`src/rtl/layer_serializer.sv`:
```
// -----------------------------------------------------------------------------
// layer_serializer
//
// Turns one packed layer output (neuron_number elements of dataWidth bits) into
// a stream of single elements for the next layer. Two frame buffers are kept:
// an active shift buffer that is being streamed, and a single-entry hold buffer
// that absorbs the next frame so consecutive frames stream without a bubble.
//
// Ports
//   clk          rising-edge clock
//   rst_n        asynchronous active-low reset
//   in_valid     packed frame on in_data is valid
//   in_data      packed frame, element k at [dataWidth*k +: dataWidth]
//   in_ready     a frame can be accepted (hold buffer empty)
//   out_ready    downstream can take one element this cycle
//   out_valid    out_data holds a valid element
//   out_data     current element (registered)
//   out_index    index of the current element (registered)
//   out_last     current element is the last of its frame
//   freeze_next  low only on cycles where an element is transferred
// -----------------------------------------------------------------------------
module layer_serializer #(
    parameter int neuron_number = 10,
    parameter int dataWidth     = 16,
    parameter int idxWidth      = $clog2(neuron_number)
) (
    input  logic                               clk,
    input  logic                               rst_n,
    input  logic                               in_valid,
    input  logic [neuron_number*dataWidth-1:0] in_data,
    output logic                               in_ready,
    input  logic                               out_ready,
    output logic                               out_valid,
    output logic [dataWidth-1:0]               out_data,
    output logic [idxWidth-1:0]                out_index,
    output logic                               out_last,
    output logic                               freeze_next
);

    localparam int FRAME_W = neuron_number * dataWidth;
    // The active buffer only keeps the elements after the one on out_data.
    localparam int REST_W  = (neuron_number - 1) * dataWidth;

    localparam logic [idxWidth-1:0] LAST_IDX = idxWidth'(neuron_number - 1);

    localparam logic [0:0] ST_IDLE   = 1'b0;
    localparam logic [0:0] ST_STREAM = 1'b1;

    logic [0:0]           state_q,     state_d;
    logic                 out_valid_q, out_valid_d;
    logic [dataWidth-1:0] out_data_q,  out_data_d;
    logic [idxWidth-1:0]  out_index_q, out_index_d;
    logic                 hold_full_q, hold_full_d;
    logic [REST_W-1:0]    active_q,    active_d;
    logic [FRAME_W-1:0]   hold_q,      hold_d;

    logic                 in_xfer;
    logic                 out_xfer;
    logic                 last_w;
    logic                 load_en;
    logic [FRAME_W-1:0]   load_frame;

    // -------------------------------------------------------------------------
    // Handshakes and decoded outputs
    // -------------------------------------------------------------------------
    // in_ready depends on state only, so upstream never sees a combinational
    // path from out_ready or in_valid.
    assign in_ready    = ~hold_full_q;
    assign in_xfer     = in_valid & in_ready;
    assign out_xfer    = out_valid_q & out_ready;
    assign last_w      = out_valid_q & (out_index_q == LAST_IDX);

    assign out_valid   = out_valid_q;
    assign out_data    = out_data_q;
    assign out_index   = out_index_q;
    assign out_last    = last_w;
    assign freeze_next = ~out_xfer;

    // A new active frame comes from the hold buffer when it is occupied,
    // otherwise straight from the input port.
    assign load_frame  = hold_full_q ? hold_q : in_data;

    // -------------------------------------------------------------------------
    // Next-state logic
    // -------------------------------------------------------------------------
    always_comb begin
        // NOTE: every signal gets a default here so no path through the case
        // leaves it unassigned; that is what keeps this block free of latches.
        state_d     = state_q;
        out_valid_d = out_valid_q;
        out_data_d  = out_data_q;
        out_index_d = out_index_q;
        hold_full_d = hold_full_q;
        active_d    = active_q;
        hold_d      = hold_q;
        load_en     = 1'b0;

        case (state_q)
            ST_IDLE: begin
                // Hold is always empty here, so load_frame is in_data.
                if (in_xfer) begin
                    load_en = 1'b1;
                end
            end

            ST_STREAM: begin
                if (out_xfer) begin
                    if (!last_w) begin
                        // Step to the next element of the same frame.
                        out_index_d = out_index_q + 1'b1;
                        out_data_d  = active_q[dataWidth-1:0];
                        active_d    = active_q >> dataWidth;
                    end else if (hold_full_q || in_xfer) begin
                        // Frame boundary with a successor ready: restart at
                        // element 0 on the next cycle, no bubble.
                        load_en     = 1'b1;
                        hold_full_d = 1'b0;
                    end else begin
                        state_d     = ST_IDLE;
                        out_valid_d = 1'b0;
                    end
                end

                // A frame accepted while streaming parks in the hold buffer,
                // unless it was consumed directly at the frame boundary above.
                // in_xfer implies hold is empty, so it never collides with a
                // hold-to-active move.
                if (in_xfer && !(out_xfer && last_w)) begin
                    hold_d      = in_data;
                    hold_full_d = 1'b1;
                end
            end

            default: begin
                state_d     = ST_IDLE;
                out_valid_d = 1'b0;
                hold_full_d = 1'b0;
            end
        endcase

        if (load_en) begin
            state_d     = ST_STREAM;
            out_valid_d = 1'b1;
            out_index_d = '0;
            out_data_d  = load_frame[dataWidth-1:0];
            active_d    = load_frame[FRAME_W-1:dataWidth];
        end
    end

    // -------------------------------------------------------------------------
    // Control and output registers
    // -------------------------------------------------------------------------
    always_ff @(posedge clk or negedge rst_n) begin
        if (!rst_n) begin
            state_q     <= ST_IDLE;
            out_valid_q <= 1'b0;
            out_data_q  <= '0;
            out_index_q <= '0;
            hold_full_q <= 1'b0;
        end else begin
            // NOTE: state registers use non-blocking assignments so every
            // register samples the same pre-edge values of its neighbours.
            state_q     <= state_d;
            out_valid_q <= out_valid_d;
            out_data_q  <= out_data_d;
            out_index_q <= out_index_d;
            hold_full_q <= hold_full_d;
        end
    end

    // -------------------------------------------------------------------------
    // Frame buffers
    // -------------------------------------------------------------------------
    // NOTE: the buffers carry no reset. Their contents are only ever observed
    // after a load, and the reset of state_q/hold_full_q already discards
    // whatever they held, so resetting the wide data would only cost routing.
    always_ff @(posedge clk) begin
        active_q <= active_d;
        hold_q   <= hold_d;
    end

endmodule
```
`config.mk`:
```
export PLATFORM = sky130hd
export DESIGN_NAME = layer_serializer
export DESIGN_NICKNAME = d
export VERILOG_FILES = /design/src/rtl/layer_serializer.sv
export SDC_FILE = /design/constraint.sdc
export NUM_CORES = 1
export LEC_CHECK = 0
export CORE_MARGIN = 3
export CORE_UTILIZATION = 30
export CTS_BUF_LIST = sky130_fd_sc_hd__clkbuf_8 sky130_fd_sc_hd__clkbuf_16
export DETAILED_ROUTE_END_ITERATION = 7
export HOLD_SLACK_MARGIN = 0.03
export PLACE_DENSITY = 0.53
export RECOVER_POWER = 100
export SLEW_MARGIN = 20
export SYNTH_ARGS = -nofsm -noshare
export SYNTH_HDL_FRONTEND = slang
export SYNTH_SLANG_ARGS = --single-unit
```
`constraint.sdc`:
```
create_clock -name clk -period 9.15 [get_ports clk]
set_clock_uncertainty 0.2 [all_clocks]
set_input_delay 1.83 -clock clk [delete_from_list [all_inputs] [get_ports clk]]
set_output_delay 1.83 -clock clk [all_outputs]
set_load 0.02 [all_outputs]
```
==> summary.txt <==
Floorplan
  – Die height: 216 µm
  – I/O pin count: 188
  – Die width: 216 µm
  – Initial core utilization: 0.306
  – Row count: 76
  – Die area: 0.0469 mm²
  – Placeable Area: 0.0435 mm²

Final layout
  – Final instance area: 0.0169 mm²
  – Area grow syn2layout: 27.5%
  – Core Util, Final: 0.390
  – Layout cells sized above 1: 0.0515
  – Final nets: between 1000 and 1500
  – Fillers: ~4100

Logic synthesis
  – Register area share after synthesis: 0.730
  – Yosys cell types: 32
  – Post-Synthesis Cells: roughly 920
  – Mapped Nets: 1085
  – Post-synthesis register bit count: 327
  – Syn_area_per_cell: 14.5 µm²
  – Mapped Area: 0.0133 mm²
  – Total number of yosys warnings: 0

Setup path
  – Worst Setup End Kind: flip-flop
  – Arrival time at the worst endpoint: slightly below 7 ns
  – Kind of critical path: input pin to flip-flop
  – Critical path's top delay family: buffers and inverters
  – CP startpoint kind: input pin
  – Critical Path RT: just over 9 ns
  – Slowest stage delay, CP: 2.29 ns
  – Crit path buf inv count: 3
  – Worst-path fanout max: 102
  – Setup crit start: out_ready
  – Crit path max-delay cell type: clkbuf_1
  – Reg2reg start: hold_full_q
  – Worst-path cell chain: dlygate4sd3_1 -> a21boi_0 -> a2111oi_4 -> clkbuf_1 -> buf_4 -> nor2_1 -> a21oi_1

Worst hold path
  – Worst Hold Class: flip-flop to flip-flop
  – Min-delay src: out_data[8]

Pwr
  – Leakage Power: 0.00667 µW
  – Pwr Density: 209 mW/mm²
  – Maximum vdd drop: between 0.1 and 0.15 mV

STA
  – Slew @ Worst Pin: 3.21 ns
  – Max-slew headroom: -1.14
  – Setup slack after layout: 2.51 ns
  – Final setup fails: 0
  – Final Max Slew Viols: 130
  – Tcrit/Tclk final: 0.725
  – RSZ-0062 raised after global routing: no
  – Final Hold Vio Count: 0
  – Highest clock rate: 151 MHz
  – Tmin final: approximately 6.6 ns
  – Setup TNS: 0 ns

Route
  – Via count: 7868
  – TritonRoute pass-1 iters: 5
  – Drt via density: 4.59
  – First DRT Iteration DRCs: 569
  – WL per Instance: about 18 µm
  – Routed Wire Length: 30400 µm
  – Drt drc: 0
  – Final ANT Viol Nets: 0

Global routing
  – First-pass GRT wire length: between 40000 and 50000 µm
  – Largest net degree at the start of global routing: 145
  – Initial antenna violation count: 10
  – Overall global routing resource usage: 0.129
  – Number of global-route vias before repair: ~8000
  – Grt ovf: 0

Placed design
  – Place WS: 3.39 ns
  – Placed cell areas: 0.0157 mm²
  – Routability cong.: 0.746
  – Post-DP HPWL: slightly below 20000 µm
  – Port Buf Inserts: about 190

Clock tree
  – Num CTS Buffers: 38
  – # Post-CTS Setup Buffers: 0
  – Clock Tree Root: clkbuf_16
  – H-tree Lvls: 2
  – Hold_buf cts: 0
  – CTS resizes: 0
  – CTS tree: done
  – Deepest clock path buffer count: 3
  – Clock-pin slew on the worst setup and hold paths: ~0.050 ns
  – Total clock sinks: 327
  – Skew-Pair Late Insertion Delay: between 0.5 and 0.6 ns

Outcome
  – Violated checks: max-capacitance violations, max-slew violations
  – Outcome: finished, violations left

Run
  – Max Cap Viol: 3
worst reg2reg max path: cells and delay by family (launching register included):
family	cells	cell delay (ns)
AO/OA/AOI/OAI	2	0.55
buffers and inverters	2	3.36
flip-flops	1	0.97
AND/OR/NAND/NOR	2	0.49
final timing paths:
path | end | slack, ns | cells past startpoint
min in group asynchronous | out_data[11] | 1.39 | 1
max in group asynchronous | hold_full_q | 6.40 | 1
setup reg to reg | active_q[87] | 3.41 | 6
setup / recovery | active_q[87] | 2.51 | 7
hold reg to reg | out_data[8] | 0.27 | 2
hold / removal | out_data[8] | 0.27 | 2
registers in the layout, summed over array words and instances, names as in the netlist:
name,count
active_q,144
hold_full_q,1
hold_q,160
out_data,16
out_index,4
out_valid,1
state_q,1
metal layers:
layer | share of wire | vias to the layer above | global-route usage
met5 | 0.0023 | - | 0
met4 | 0.019 | 10 | 0.0352
met3 | 0.062 | 60 | 0.0409
met2 | 0.45 | 188 | 0.198
met1 | 0.46 | 3813 | 0.176
li1 | - | 3797 | -
cell families after synthesis:
family | count (synthesis) | share of synthesized area
simple gates | 210 | 0.0647
mux | 144 | 0.108
buf+inv | 61 | 0.0204
xor+xnor | 2 | 0.00132
fa+ha+maj | 2 | 0.00188
compound gates | 173 | 0.0731
flops | 327 | 0.730
cells in the mapped netlist:
master / n / share of area
clkbuf_1: 22 / 0.0062
a211oi_1: 2 / 0.0011
a221o_1: 1 / 0.00075
or3_1: 1 / 0.00047
a41oi_1: 1 / 0.00066
inv_1: 4 / 0.0011
a21o_1: 1 / 0.00057
nor3_1: 1 / 0.00038
a21boi_1: 1 / 0.00057
nor4b_1: 1 / 0.00066
ha_1: 2 / 0.0019
a2bb2oi_1: 1 / 0.00066
o22ai_1: 16 / 0.0075
nand2b_1: 1 / 0.00047
clkinv_1: 1 / 0.00028
xnor2_1: 2 / 0.0013
mux2i_1: 144 / 0.11
a21oi_1: 128 / 0.048
a31oi_1: 1 / 0.00047
nand3_1: 1 / 0.00038
o21ai_0: 4 / 0.0015
a2111oi_4: 1 / 0.0021
and2b_1: 6 / 0.0034
dfrtp_1: 23 / 0.043
nor2b_1: 11 / 0.0052
buf_2: 34 / 0.013
nand3b_1: 1 / 0.00057
nor2_1: 168 / 0.047
and3b_1: 1 / 0.00066
nand2_1: 18 / 0.0051
o31ai_1: 16 / 0.0090
edfxtp_1: 304 / 0.69
cells in the final DEF, fill, tap and decap left out, types with 2 or more instances in the layout:
cell type      count
a211oi_1           2
a21oi_1          128
and2b_1            6
buf_4              5
bufinv_16          4
clkbuf_1           3
clkbuf_16         39
clkinv_1          11
dfrtp_1           22
diode_2            3
dlygate4sd3_1    185
edfxtp_1         304
ha_1               2
inv_1             14
inv_6              2
mux2i_1          144
nand2_1           18
nor2_1           168
nor2b_1           11
o21ai_0            4
o22ai_1           16
o31ai_1           16
xnor2_1            2
final cells by class:
| class | count | area [µm²] | share of cell area |
|---|---|---|---|
| flip-flops and latches | 327 | 9710 | 0.573 |
| well taps | 585 | 732 | 0.0432 |
| multi-input cells | 531 | 3320 | 0.196 |
| inverters | 5 | 23.8 | 0.00140 |
| clock buffers | 40 | 990 | 0.0584 |
| clock inverters | 29 | 229 | 0.0135 |
| repair buffers | 195 | 1930 | 0.114 |
| diodes | 3 | 7.51 | 0.000443 |
where the power goes:
part / total (µW) / leakage (µW) / switching, µW / internal, µW
combinational: 306 / 0.00303 / 160 / 145
clock: 1490 / 0.000631 / 598 / 891
sequential: 1740 / 0.00301 / 40.8 / 1700
per-stage QoR:
step           hold WS (ns)  total power (µW)  instances
4_1_cts               0.286              3630       1712
3_5_place_dp          0.273              2120       1643
2_1_floorplan         0.336              1910        919
5_1_grt               0.299              3690       1712
3_3_place_gp          0.271              2110       1643
6_report              0.274              3540       1715
Note: power is estimated with default switching activity, not from simulation.
